`config.mk`:
```
export PLATFORM = sky130hd
export DESIGN_NAME = servo_pwm_decoder
export DESIGN_NICKNAME = d
export VERILOG_FILES = /design/src/rtl/gate_pkg.sv /design/src/rtl/pwm_edge_sync.sv /design/src/rtl/servo_pwm_decoder.sv
export SDC_FILE = /design/constraint.sdc
export NUM_CORES = 1
export LEC_CHECK = 0
export CORE_ASPECT_RATIO = 0.75
export CORE_UTILIZATION = 39
export DETAILED_ROUTE_END_ITERATION = 10
export PLACE_DENSITY = 0.55
export SETUP_SLACK_MARGIN = 0.4
export SLEW_MARGIN = 20
export SYNTH_ARGS = -nofsm -noshare
export SYNTH_HDL_FRONTEND = slang
export SYNTH_SLANG_ARGS = --single-unit
```
`constraint.sdc`:
```
create_clock -name clock_50MHz -period 8.1 [get_ports clock_50MHz]
set_clock_uncertainty 0.05 [all_clocks]
set_input_delay 1.215 -clock clock_50MHz [delete_from_list [all_inputs] [get_ports clock_50MHz]]
set_output_delay 1.215 -clock clock_50MHz [all_outputs]
set_load 0.01 [all_outputs]
```
`src/rtl/gate_pkg.sv`:
```
// ============================================================================
// Module      : gate_pkg
// Description : Shared servo PWM timing constants and decoder enumerations.
// Revision    : 1.0 - initial release
// ============================================================================
`default_nettype none

package gate_pkg;

    // Nominal timing in 50 MHz cycles, shared with the servo PWM generator.
    localparam int C_OPEN_WIDTH  = 80_000;
    localparam int C_CLOSE_WIDTH = 26_000;
    localparam int C_PERIOD      = 1_500_001;

    typedef enum logic [1:0] {
        IDLE = 2'd0,
        HIGH = 2'd1,
        LOW  = 2'd2
    } dec_state_t;

    typedef enum logic [1:0] {
        CLS_NONE  = 2'd0,
        CLS_OPEN  = 2'd1,
        CLS_CLOSE = 2'd2
    } pulse_cls_t;

endpackage

`default_nettype wire

```
`src/rtl/pwm_edge_sync.sv`:
```
// ============================================================================
// Module      : pwm_edge_sync
// Description : Two-flop synchroniser with registered rise/fall strobes.
// Revision    : 1.0 - initial release
// ============================================================================
`default_nettype none

module pwm_edge_sync (
    input  logic clk,
    input  logic rst,
    input  logic din,
    output logic rise,
    output logic fall
);

    logic r_sync1;
    logic r_sync2;
    logic r_delay;
    logic [2:0] r_valid;

    // Strobes stay masked until the delay stage holds a real sample, so a line
    // already high at reset release is not mistaken for a rising edge.
    always_ff @(posedge clk or posedge rst) begin
        if (rst) begin
            r_sync1 <= 1'b0;
            r_sync2 <= 1'b0;
            r_delay <= 1'b0;
            r_valid <= 3'b000;
            rise    <= 1'b0;
            fall    <= 1'b0;
        end else begin
            r_sync1 <= din;
            r_sync2 <= r_sync1;
            r_delay <= r_sync2;
            r_valid <= {r_valid[1:0], 1'b1};
            rise    <= r_valid[2] &  r_sync2 & ~r_delay;
            fall    <= r_valid[2] & ~r_sync2 &  r_delay;
        end
    end

endmodule

`default_nettype wire

```
`src/rtl/servo_pwm_decoder.sv`:
```
// ============================================================================
// Module      : servo_pwm_decoder
// Description : Measures servo PWM pulses and decodes debounced gate state.
// Revision    : 1.0 - initial release
// ============================================================================
`default_nettype none

module servo_pwm_decoder
    import gate_pkg::*;
#(
    parameter int CNT_W       = 22,
    parameter int OPEN_WIDTH  = C_OPEN_WIDTH,
    parameter int CLOSE_WIDTH = C_CLOSE_WIDTH,
    parameter int WIDTH_TOL   = 2_000,
    parameter int PERIOD      = C_PERIOD,
    parameter int PERIOD_TOL  = 15_000,
    parameter int TIMEOUT_CYC = 3_000_000,
    parameter int CONFIRM     = 2
) (
    input  logic             clock_50MHz,
    input  logic             reset,
    input  logic             pwm_in,
    output logic [CNT_W-1:0] pulse_width,
    output logic             width_valid,
    output logic             gate_open,
    output logic             gate_closed,
    output logic             pwm_error,
    output logic             signal_lost
);

    localparam int CONF_W = $clog2(CONFIRM + 1);
    localparam logic [CNT_W-1:0] OPEN_LO    = CNT_W'(OPEN_WIDTH - WIDTH_TOL);
    localparam logic [CNT_W-1:0] OPEN_HI    = CNT_W'(OPEN_WIDTH + WIDTH_TOL);
    localparam logic [CNT_W-1:0] CLOSE_LO   = CNT_W'(CLOSE_WIDTH - WIDTH_TOL);
    localparam logic [CNT_W-1:0] CLOSE_HI   = CNT_W'(CLOSE_WIDTH + WIDTH_TOL);
    localparam logic [CNT_W-1:0] PER_LO     = CNT_W'(PERIOD - PERIOD_TOL);
    localparam logic [CNT_W-1:0] PER_HI     = CNT_W'(PERIOD + PERIOD_TOL);
    localparam logic [CNT_W-1:0] TIMEOUT_M1 = CNT_W'(TIMEOUT_CYC - 1);
    localparam logic [CONF_W-1:0] CONF_MAX  = CONF_W'(CONFIRM);

    logic              w_rise;
    logic              w_fall;
    logic              w_timeout;
    dec_state_t        r_state;
    dec_state_t        w_state_nxt;
    logic [CNT_W-1:0]  r_hi_cnt;
    logic [CNT_W-1:0]  r_per_cnt;
    logic [CNT_W-1:0]  r_idle_cnt;
    logic [CONF_W-1:0] r_conf_cnt;
    logic [CONF_W-1:0] w_conf_nxt;
    pulse_cls_t        r_prev_cls;
    pulse_cls_t        w_cls;
    logic              r_per_bad;
    logic              w_per_ok;

    function automatic logic [CNT_W-1:0] sat_inc(input logic [CNT_W-1:0] v);
        return (v == '1) ? v : v + 1'b1;
    endfunction

    function automatic pulse_cls_t classify(input logic [CNT_W-1:0] w);
        if (w >= OPEN_LO && w <= OPEN_HI)
            return CLS_OPEN;
        else if (w >= CLOSE_LO && w <= CLOSE_HI)
            return CLS_CLOSE;
        else
            return CLS_NONE;
    endfunction

    pwm_edge_sync u_sync (
        .clk  (clock_50MHz),
        .rst  (reset),
        .din  (pwm_in),
        .rise (w_rise),
        .fall (w_fall)
    );

    // An edge in the same cycle always suppresses the timeout.
    assign w_timeout = !w_rise && !w_fall && (r_idle_cnt == TIMEOUT_M1);
    assign w_per_ok  = (r_per_cnt >= PER_LO) && (r_per_cnt <= PER_HI);
    assign w_cls     = classify(r_hi_cnt);

    always_comb begin
        w_conf_nxt = CONF_W'(1);
        if (w_cls == r_prev_cls)
            w_conf_nxt = (r_conf_cnt == CONF_MAX) ? r_conf_cnt : r_conf_cnt + 1'b1;
    end

    always_ff @(posedge clock_50MHz or posedge reset) begin
        if (reset)
            r_state <= IDLE;
        else
            r_state <= w_state_nxt;
    end

    always_comb begin
        w_state_nxt = r_state;
        case (r_state)
            IDLE:    if (w_rise) w_state_nxt = HIGH;
            HIGH:    if (w_fall) w_state_nxt = LOW;
            LOW:     if (w_rise) w_state_nxt = HIGH;
            default: w_state_nxt = IDLE;
        endcase
        if (w_timeout)
            w_state_nxt = IDLE;
    end

    // A rise seen in LOW always has a recorded previous rise; a rise in IDLE
    // (after reset or timeout) never does, so it skips the period check.
    always_ff @(posedge clock_50MHz or posedge reset) begin
        if (reset) begin
            r_hi_cnt    <= '0;
            r_per_cnt   <= '0;
            r_idle_cnt  <= '0;
            r_conf_cnt  <= '0;
            r_prev_cls  <= CLS_NONE;
            r_per_bad   <= 1'b0;
            pulse_width <= '0;
            width_valid <= 1'b0;
            gate_open   <= 1'b0;
            gate_closed <= 1'b0;
            pwm_error   <= 1'b0;
            signal_lost <= 1'b0;
        end else begin
            width_valid <= 1'b0;
            r_idle_cnt  <= (w_rise || w_fall) ? '0 : sat_inc(r_idle_cnt);
            r_per_cnt   <= sat_inc(r_per_cnt);
            r_hi_cnt    <= sat_inc(r_hi_cnt);

            if (w_rise) begin
                r_hi_cnt    <= CNT_W'(1);
                r_per_cnt   <= CNT_W'(1);
                signal_lost <= 1'b0;
            end

            case (r_state)
                IDLE: begin
                    if (w_rise)
                        r_per_bad <= 1'b0;
                end
                HIGH: begin
                    if (w_fall) begin
                        pulse_width <= r_hi_cnt;
                        width_valid <= 1'b1;
                        if (w_cls == CLS_NONE) begin
                            pwm_error  <= 1'b1;
                            r_conf_cnt <= '0;
                            r_prev_cls <= CLS_NONE;
                        end else begin
                            r_conf_cnt <= w_conf_nxt;
                            r_prev_cls <= w_cls;
                            if (w_conf_nxt == CONF_MAX) begin
                                gate_open   <= (w_cls == CLS_OPEN);
                                gate_closed <= (w_cls == CLS_CLOSE);
                            end
                            if (!r_per_bad)
                                pwm_error <= 1'b0;
                        end
                    end
                end
                LOW: begin
                    if (w_rise) begin
                        r_per_bad <= !w_per_ok;
                        if (!w_per_ok)
                            pwm_error <= 1'b1;
                    end
                end
                default: ;
            endcase

            if (w_timeout) begin
                signal_lost <= 1'b1;
                gate_open   <= 1'b0;
                gate_closed <= 1'b0;
                r_conf_cnt  <= '0;
            end
        end
    end

endmodule

`default_nettype wire
```
==> impl_metrics.py, run 1 <==
metrics = {
    "finish": {
        "stdcell_area_um2": 6180,
        "n_fill_cell": 1332,
        "layout.nets": 623,
        "finish.utilization_pct": 45.1,
        "drive_above_1_share_pct": 5.99,
        "diodes": 0,
        "area_growth_pct": 12.9,
        "fin_cells": 793,
    },
    "global_routing": {
        "track_usage_pct": 17.6,
        "grt-ovfl-total": 0,
        "grt_max_degree": 80,
        "grt_pass1_wl_mm": 20.4,
        "antenna_found_initial": 0,
        "grt_pass1_vias": 4071,
    },
    "clock_tree": {
        "holdBufCountCts": 0,
        "clk_latency_ns": 0.34,
        "cts_tree": "built",
        "cts_resized": 0,
        "cts_buffer_depth": 2,
        "clock-root-buffer": "clkbuf_16",
        "clkSlewWorstSetupHoldPaths_ns": 0.07,
        "htreeDepth": 3,
        "postCtsSetupBuffers": 0,
        "cts-buffers-inserted": 9,
        "cts_sinks": 108,
    },
    "sta": {
        "tns_ns": 0,
        "fmax_ghz": 0.325,
        "setup_ws_ns": 5.02,
        "fin_crit_sh_pct": 38.0,
        "rsz0062_at_grt": "false",
        "slew_headroom_pct": 43.0,
        "final_max_slew_viol_count": 0,
        "finalSetupViolCount": 0,
        "tightest_slew_ns": 0.850,
        "hold_slack_ns": 0.300,
        "min_period_ns": 3.08,
        "hold_viol": 0,
    },
    "place": {
        "placed_area_um2": 5900,
        "dpl.hpwl_mm": 8.09,
        "place_ws_ns": 5.02,
        "dp_cells": 777,
        "gp_congestion": 0.854,
        "portBuffers": 29,
    },
    "synthesis": {
        "syn-cell-area_um2": 5470,
        "synth_top_area_share_pct": 49.4,
        "netlist_top_cells_area": "dfrtp_1 (49%), nand2_1 (7.4%), nor2_1 (4.9%)",
        "yosysTopAreaCell": "dfrtp_1",
        "syn_inst": 595,
        "synth.distinct_cells": 61,
        "async_reset_ff_share_pct": 100,
        "synth_edf_count": 0,
        "synth_flop_cell": "dfrtp_1",
        "ys_warn_count": 0,
        "ys_seq_elements": 108,
        "syn-num-nets": 605,
        "avgSynthCellArea_um2": 9.20,
        "ys_seq_area_share_pct": 49.4,
    },
    "pwr": {
        "powerDensity_nw_per_um2": 198,
        "leakagePower_nw": 2.75,
        "peakVddDrop_v": 0.000105,
        "p_total_mw": 1.23,
    },
    "routing": {
        "wl_per_cell_um": 15.1,
        "wl_mm": 12.0,
        "num_vias": 4222,
        "drt_pass1_iterations": 8,
        "ant_nets": 0,
        "via_per_inst": 5.32,
        "drtIter0Drc": 347,
        "drc": 4,
    },
    "critical_path": {
        "crit_path_start": "u_sync.rise",
        "worstSetupPathType": "reg -> reg",
        "cp.required_ns": 8.26,
        "worst_setup_path_start_kind": "register",
        "crit_chain": "buf_4, or2_2, or4_1, nor3_1, buf_4, nor3_1, xnor2_1, nor2_1",
        "path_delay_family": "simple AND/OR/NAND/NOR gates",
        "cp.depth": 8,
        "worstPathArrival_ns": 3.24,
        "cp_max_fo": 50,
        "worstSetupEndpointType": "register",
        "rr_worst_depth": 8,
        "r2r_start": "u_sync.rise",
        "cp_slowest_cell": "or4_1",
        "slowest_delay_ns": 0.54,
        "path_buf_inv": 2,
    },
    "run_status": {
        "violations": "DRC",
        "status": "finished, violations left",
    },
    "floorplan": {
        "die_w_um": 139,
        "die_area_um2": 14500,
        "core_um2": 13700,
        "die_y_um": 105,
        "pin_count": 30,
        "initial_core_util_pct": 39.9,
        "row_count": 37,
    },
    "hold_path": {
        "hp-start": "u_sync.r_valid[0]",
        "holdPathStages": 0,
        "hold_path.class": "reg -> reg",
    },
    "flow_run": {
        "drv_cap": 0,
    },
}
-- power breakdown --
part           internal [mW]  switching (mW)  leakage, nW
Clock                  0.216           0.190        0.138
Sequential             0.589          0.0558         1.46
Combinational         0.0778          0.0976         1.15
-- cell families (layout without fill, tap and decap cells) --
kind of cell,after synthesis,in the layout,synth area share [%]
flops,108,108,49.4
compound gates,58,58,7.52
other cells,1,1,0.0685
buf+inv,42,65,3.31
xor+xnor,55,55,8.80
fa+ha+maj,7,7,1.60
simple gates,324,324,29.3
-- cells in the mapped netlist (8+ instances only) --
library cell	count
dfrtp_1	108
nand2_1	108
nor2_1	72
xor2_1	30
nand3_1	29
xnor2_1	25
clkbuf_1	22
and3_1	21
nand4_1	17
nor3_1	17
o21ai_0	17
inv_1	14
and4_1	8
nor4_1	8
-- metal layers --
layer / global-route usage (%) / routed length, um / part of all wire (%) / up-vias
li1: - / - / - / 2081
met1: 26.7 / 6680 / 56 / 2052
met2: 25.2 / 4810 / 40 / 78
met3: 3.90 / 424 / 3.5 / 11
met4: 3.81 / 96 / 0.80 / 0
met5: 0 / 0 / 0 / -
-- registers in the layout, summed over array words and instances (netlist names) --
name and flops:
r_hi_cnt 22, pulse_width 22, u_sync.rise 1, r_idle_cnt 22, u_sync.r_sync1 1, r_prev_cls 2, r_state 2, r_conf_cnt 2
width_valid 1, u_sync.r_sync2 1, u_sync.r_delay 1, gate_closed 1, signal_lost 1, u_sync.fall 1, pwm_error 1, r_per_cnt 22
r_per_bad 1, u_sync.r_valid 3, gate_open 1
-- worst paths after layout --
check | endpoint | slack, ns
min reg2reg | u_sync.r_valid[1] | 0.30
max reg2reg | r_idle_cnt[10] | 5.02
max in group asynchronous | pulse_width[16] | 5.82
max | r_idle_cnt[10] | 5.02
min in group asynchronous | pulse_width[5] | 1.17
min | u_sync.r_valid[1] | 0.30
-- cells in the final DEF (no fill, tap or decap), drive strengths merged, types with 3 or more instances in the layout --
| cell type | count |
|---|---|
| o21ai | 18 |
| a31oi | 7 |
| and2 | 3 |
| a21oi | 5 |
| a211oi | 3 |
| xor2 | 30 |
| inv | 14 |
| nand2b | 7 |
| nor4 | 8 |
| or4 | 6 |
| buf | 5 |
| clkinv | 6 |
| xnor2 | 25 |
| and3 | 21 |
| nor2 | 72 |
| nand4 | 17 |
| nor3 | 17 |
| ha | 7 |
| or2 | 3 |
| nand3 | 29 |
| a21boi | 3 |
| nor4b | 4 |
| or3 | 4 |
| nand2 | 108 |
| clkbuf | 10 |
| nor3b | 5 |
| clkdlybuf4s50 | 29 |
| and4 | 8 |
| dfrtp | 108 |
-- area by class of cell --
class                   instances  area [um^2]  area share (%)
clock inverters                 6         40.0           0.648
repair buffers                 34          332            5.36
multi-input cells             445         2590            41.9
well taps                     175          219            3.54
inverters                      15         58.8           0.951
clock buffers                  10          239            3.87
flip-flops and latches        108         2700            43.7
Note: power is estimated with default switching activity, not from simulation.
==> run 2: changes to the inputs <==
clock period = 3.2 ns   (was 8.1 ns; I/O delays follow)
==> run 2 against run 1 <==
  * The run still ends with DRC left
  * Via count shrank 0.33%
  * Combinational power grew to 2.6 times the previous value
  * Worst hold slack lost 0.0039 ns
  * Register-to-register slack lost 4.5 ns
  * Total power grew to 2.6 times the previous value
  * Worst setup slack lost 4.5 ns
  * Sequential power grew to 2.5 times the previous value
  * Largest cell class unchanged
  * Largest power group unchanged
  * Highest routed layer unchanged
==> impl_metrics.py, run 2 (synthesized netlist as in run 1, its figures left out) <==
metrics = {
    "run_status": {
        "status": "finished, violations left",
        "violations": "DRC",
    },
    "sta": {
        "final_max_slew_viol_count": 0,
        "finalSetupViolCount": 0,
        "hold_viol": 0,
        "min_period_ns": 2.65,
        "rsz0062_at_grt": "false",
        "slew_headroom_pct": 43.5,
        "tightest_slew_ns": 0.842,
        "fin_crit_sh_pct": 82.9,
        "fmax_ghz": 0.377,
        "setup_ws_ns": 0.549,
        "tns_ns": 0,
    },
    "pwr": {
        "p_int_mw": 2.24,
        "power_switching_mw": 0.953,
        "p_comb_share_pct": 14.1,
        "leakagePower_nw": 2.77,
        "peakVddDrop_v": 0.000259,
        "seq_power_share_pct": 51.2,
        "powerDensity_nw_per_um2": 511,
        "clkPwrFrac_pct": 34.7,
        "swShare_pct": 29.8,
    },
    "routing": {
        "drt_pass1_iterations": 7,
        "via_per_inst": 5.29,
        "num_vias": 4208,
        "drc": 3,
        "wl_mm": 12.0,
        "wl_per_cell_um": 15.1,
        "drtIter0Drc": 302,
        "ant_nets": 0,
    },
    "critical_path": {
        "worstSetupEndpointType": "register",
        "reg2reg_slack_ns": 0.55,
        "rr_worst_depth": 6,
        "worstPathArrival_ns": 2.89,
        "cp.required_ns": 3.44,
        "worstSetupPathType": "reg -> reg",
        "worst_setup_path_start_kind": "register",
        "cp_max_fo": 7,
    },
    "global_routing": {
        "antenna_found_initial": 0,
        "grt_pass1_vias": 4080,
        "grt-ovfl-total": 0,
        "grt_max_degree": 50,
        "grt_pass1_wl_mm": 21.2,
        "track_usage_pct": 18.1,
    },
    "floorplan": {
        "die_y_um": 105,
        "row_count": 37,
        "die_w_um": 139,
        "pin_count": 30,
        "die_area_um2": 14500,
        "initial_core_util_pct": 39.9,
        "core_um2": 13700,
    },
    "finish": {
        "layout.nets": 626,
        "area_growth_pct": 14.1,
        "fin_cells": 796,
        "n_fill_cell": 1305,
        "diodes": 0,
        "mostFrequentLayoutCells": "nand2_1 (108), dfrtp_1 (108), nor2_1 (72), xor2_1 (30)",
        "drive_above_1_share_pct": 6.60,
        "stdcell_area_um2": 6240,
        "finish.utilization_pct": 45.6,
    },
    "clock_tree": {
        "cts_sinks": 108,
        "postCtsSetupBuffers": 0,
        "cts-buffers-inserted": 9,
        "htreeDepth": 3,
        "clkSlewWorstSetupHoldPaths_ns": 0.08,
        "clock-root-buffer": "clkbuf_16",
        "clk_latency_ns": 0.35,
        "cts_buffer_depth": 2,
        "cts_tree": "built",
    },
    "place": {
        "placed_area_um2": 5950,
        "dp_cells": 780,
        "gp_congestion": 0.896,
        "dpl.hpwl_mm": 8.28,
        "portBuffers": 29,
        "place_ws_ns": 0.565,
    },
    "hold_path": {
        "holdPathStages": 0,
        "hold_path.class": "reg -> reg",
    },
    "flow_run": {
        "drv_cap": 0,
    },
}
run 2: cell count changes in the layout (fill, tap and decap cells not counted), sizes merged:
| cell | delta |
|---|---|
| clkinv | -3 |
| inv | +3 |
| buf | +3 |
| clkinvlp | +1 |
| clkbuf | -1 |
run 2: power by group through the flow:
stage / combinational [mW] / clock [mW] / sequential [mW]
after floorplan: 0.297 / 0 / 1.62
after global placement: 0.447 / 0 / 1.65
after detailed placement: 0.455 / 0 / 1.66
after CTS: 0.459 / 1.15 / 1.63
after global routing: 0.519 / 1.20 / 1.66
final: 0.451 / 1.11 / 1.63
run 2: path summary, 6_finish.rpt:
path                                         from                end
min in group asynchronous                   reset     r_idle_cnt[16]
worst min-delay path            u_sync.r_valid[1]  u_sync.r_valid[2]
worst max-delay path                 r_hi_cnt[20]      r_conf_cnt[1]
worst min register to register  u_sync.r_valid[1]  u_sync.r_valid[2]
worst max register to register       r_hi_cnt[20]      r_conf_cnt[1]
max in group asynchronous                   reset       r_hi_cnt[13]
run 2: repair_timing:
action,4_1_cts,5_1_grt
endpoints found under the hold margin,0,0
hold buffers,0,0
gates resized for setup,0,1
setup endpoints to repair,0,4
run 2: critical path, cell delays in order, from the launching register on:
cell,delay (ns)
dfrtp_1,0.44
or4_4,0.55
or4_4,0.51
a311oi_4,0.36
nor2b_1,0.08
or4b_1,0.50
nand3_1,0.09
run 2: stage by stage:
stage               power [mW]  hold slack (ns)
global route              3.38            0.301
global placement          2.10            0.283
finish                    3.19            0.296
floorplan                 1.92            0.281
detailed placement        2.11            0.285
CTS                       3.24            0.301
run 2: final cells by class:
cell class              count  area [um^2]  share of cell area [%]
clock inverters             7         65.1                    1.04
multi-input cells         445         2590                    41.6
repair buffers             37          375                    6.01
inverters                  15         60.1                   0.962
clock buffers               9          225                    3.61
well taps                 175          219                    3.51
flip-flops and latches    108         2700                    43.3
run 2: metal layers:
layer | part of all wire (%) | wire length, um | track usage [%]
met5 | 0 | 0 | 0
met4 | 0.93 | 112 | 4.21
met3 | 3.6 | 431 | 3.39
met2 | 41 | 4890 | 25.3
met1 | 55 | 6570 | 28.5
==> run 3: changes to the inputs <==
PLACE_DENSITY = 0.57   (was 0.55)
clock period = 2.4 ns   (was 3.2 ns; I/O delays follow)
==> run 3 against run 2 <==
  * The run ends with setup timing left
  * Via count is 5.0% higher
  * Clock-buffer cell count up 3
  * Clock power is 34% higher
  * Utilization rose by 5.9 points
  * Total power grew 39%
  * Wire length grew 4.0%
  * Sequential share of layout area down 4.8 points
  * Sequential cell count unchanged
  * Fmax grew 9.9%
  * Design area rose by 13%
==> impl_metrics.py, run 3 (synthesized netlist as in run 1, its figures left out) <==
metrics = {
    "finish": {
        "stdcell_area_um2": 7050,
        "layout_commonest_cell": "nand2_1",
        "finish.utilization_pct": 51.4,
        "area_growth_pct": 28.8,
        "mostFrequentLayoutCells": "nand2_1 (101), dfrtp_1 (100), nor2_1 (71), buf_4 (37), xor2_1 (30)",
        "drive_above_1_share_pct": 22.2,
        "layout.nets": 664,
        "diodes": 0,
        "n_fill_cell": 1256,
    },
    "flow_run": {
        "drv_cap": 0,
    },
    "sta": {
        "final_max_slew_viol_count": 0,
        "rsz0062_at_grt": "true",
        "hold_viol": 0,
        "finalSetupViolCount": 1,
        "min_period_ns": 2.41,
        "setup_ws_ns": -0.0126,
        "tightest_slew_ns": 0.595,
        "fin_crit_sh_pct": 101,
        "fmax_ghz": 0.414,
        "slew_headroom_pct": 60.3,
    },
    "place": {
        "dpl.hpwl_mm": 8.07,
        "gp_congestion": 0.877,
        "place_ws_ns": -0.0637,
        "portBuffers": 29,
        "placed_area_um2": 6110,
    },
    "critical_path": {
        "cp.required_ns": 2.63,
        "worstSetupPathType": "reg -> reg",
        "worstSetupEndpointType": "register",
        "worstPathArrival_ns": 2.64,
        "cp_max_fo": 4,
        "worst_setup_path_start_kind": "register",
        "reg2reg_slack_ns": -0.01,
    },
    "floorplan": {
        "initial_core_util_pct": 39.9,
        "die_w_um": 139,
        "core_um2": 13700,
        "row_count": 37,
        "die_y_um": 105,
        "pin_count": 30,
        "die_area_um2": 14500,
    },
    "clock_tree": {
        "clock-root-buffer": "clkbuf_16",
        "cts_tree": "built",
        "cts-buffers-inserted": 9,
        "clkSlewWorstSetupHoldPaths_ns": 0.07,
        "htreeDepth": 3,
        "cts_buffer_depth": 2,
        "clk_latency_ns": 0.35,
        "cts_sinks": 108,
    },
    "global_routing": {
        "grt_pass1_vias": 4340,
        "gr-max-usage-layer": "met2",
        "grt_pass1_wl_mm": 21.1,
        "met3_usage_pct": 3.30,
        "track_usage_pct": 17.9,
        "grt_use_met2_pct": 28.1,
        "antenna_found_initial": 0,
        "grt-ovfl-total": 0,
        "grt_max_degree": 109,
        "grtUsageMet1_pct": 25.4,
    },
    "pwr": {
        "p_total_mw": 4.44,
        "clkPwrFrac_pct": 33.5,
        "seq_power_share_pct": 49.5,
        "power_switching_mw": 1.23,
        "p_int_mw": 3.21,
        "powerDensity_nw_per_um2": 630,
        "p_comb_share_pct": 17.0,
        "peakVddDrop_v": 0.000488,
        "swShare_pct": 27.8,
        "leakagePower_nw": 3.06,
    },
    "run_status": {
        "violations": "setup timing",
        "status": "finished, violations left",
    },
    "routing": {
        "via_per_inst": 5.30,
        "drc": 0,
        "drtIter0Drc": 276,
        "num_vias": 4418,
        "ant_nets": 0,
        "wl_mm": 12.5,
        "wl_per_cell_um": 15.0,
        "drt_pass1_iterations": 5,
    },
    "hold_path": {
        "hold_path.class": "reg -> reg",
    },
}
## run 3: path summary, 6_finish.rpt
check                                  startpoint                 to  cells past startpoint
max in group asynchronous                   reset       r_hi_cnt[15]                      3
min in group asynchronous                   reset       r_per_cnt[2]                      3
worst max-delay path                 r_hi_cnt[17]      r_conf_cnt[1]                      6
worst min-delay path            u_sync.r_valid[0]  u_sync.r_valid[1]                      0
worst max register to register       r_hi_cnt[17]      r_conf_cnt[1]                      6
worst min register to register  u_sync.r_valid[0]  u_sync.r_valid[1]                      0
## run 3: routing by layer
layer / wire length (um) / part of all wire [%]
met1: 6210 / 50
met2: 5820 / 47
met3: 340 / 2.7
met4: 115 / 0.92
met5: 0 / 0
## run 3: power by group through the flow
stage	sequential (mW)	clock (mW)	combinational, mW
2_1_floorplan	2.17	0	0.401
3_3_place_gp	2.20	0	0.603
3_5_place_dp	2.21	0	0.616
4_1_cts	2.18	1.54	0.659
5_1_grt	2.23	1.61	0.846
6_report	2.20	1.49	0.752
## run 3: timing repair
item                                    CTS  global route
endpoints found under the setup margin   45            63
endpoints found under the hold margin     0             0
gates resized for setup                  20            88
cloned                                    0             1
buffers inserted                          8            11
pin swaps                                17            47
hold buffers                              0             0
## run 3: area by class of cell
| type | instances | area, um^2 | area share (%) |
|---|---|---|---|
| Timing Repair Buffer | 75 | 691 | 9.80 |
| Sequential cell | 108 | 2710 | 38.5 |
| Inverter | 15 | 72.6 | 1.03 |
| Clock buffer | 12 | 246 | 3.50 |
| Multi-Input combinational cell | 445 | 3060 | 43.4 |
| Tap cell | 175 | 219 | 3.11 |
| Clock inverter | 4 | 48.8 | 0.692 |
## run 3: worst max-delay path: stages, from the launching register on
cell,delay [ns]
dfrtp_1,0.38
or4_4,0.56
or4_4,0.44
a311oi_4,0.26
nor2b_1,0.08
or4b_1,0.48
nand3_1,0.09
## run 3: metrics by stage
stage | setup TNS [ns] | hold slack (ns) | instances
after floorplan | -0.0392 | 0.281 | 595
after global placement | -0.00859 | 0.287 | 798
after detailed placement | -0.131 | 0.290 | 798
after CTS | -0.00779 | 0.306 | 822
after global routing | -0.164 | 0.310 | 834
final | -0.0126 | 0.306 | 834
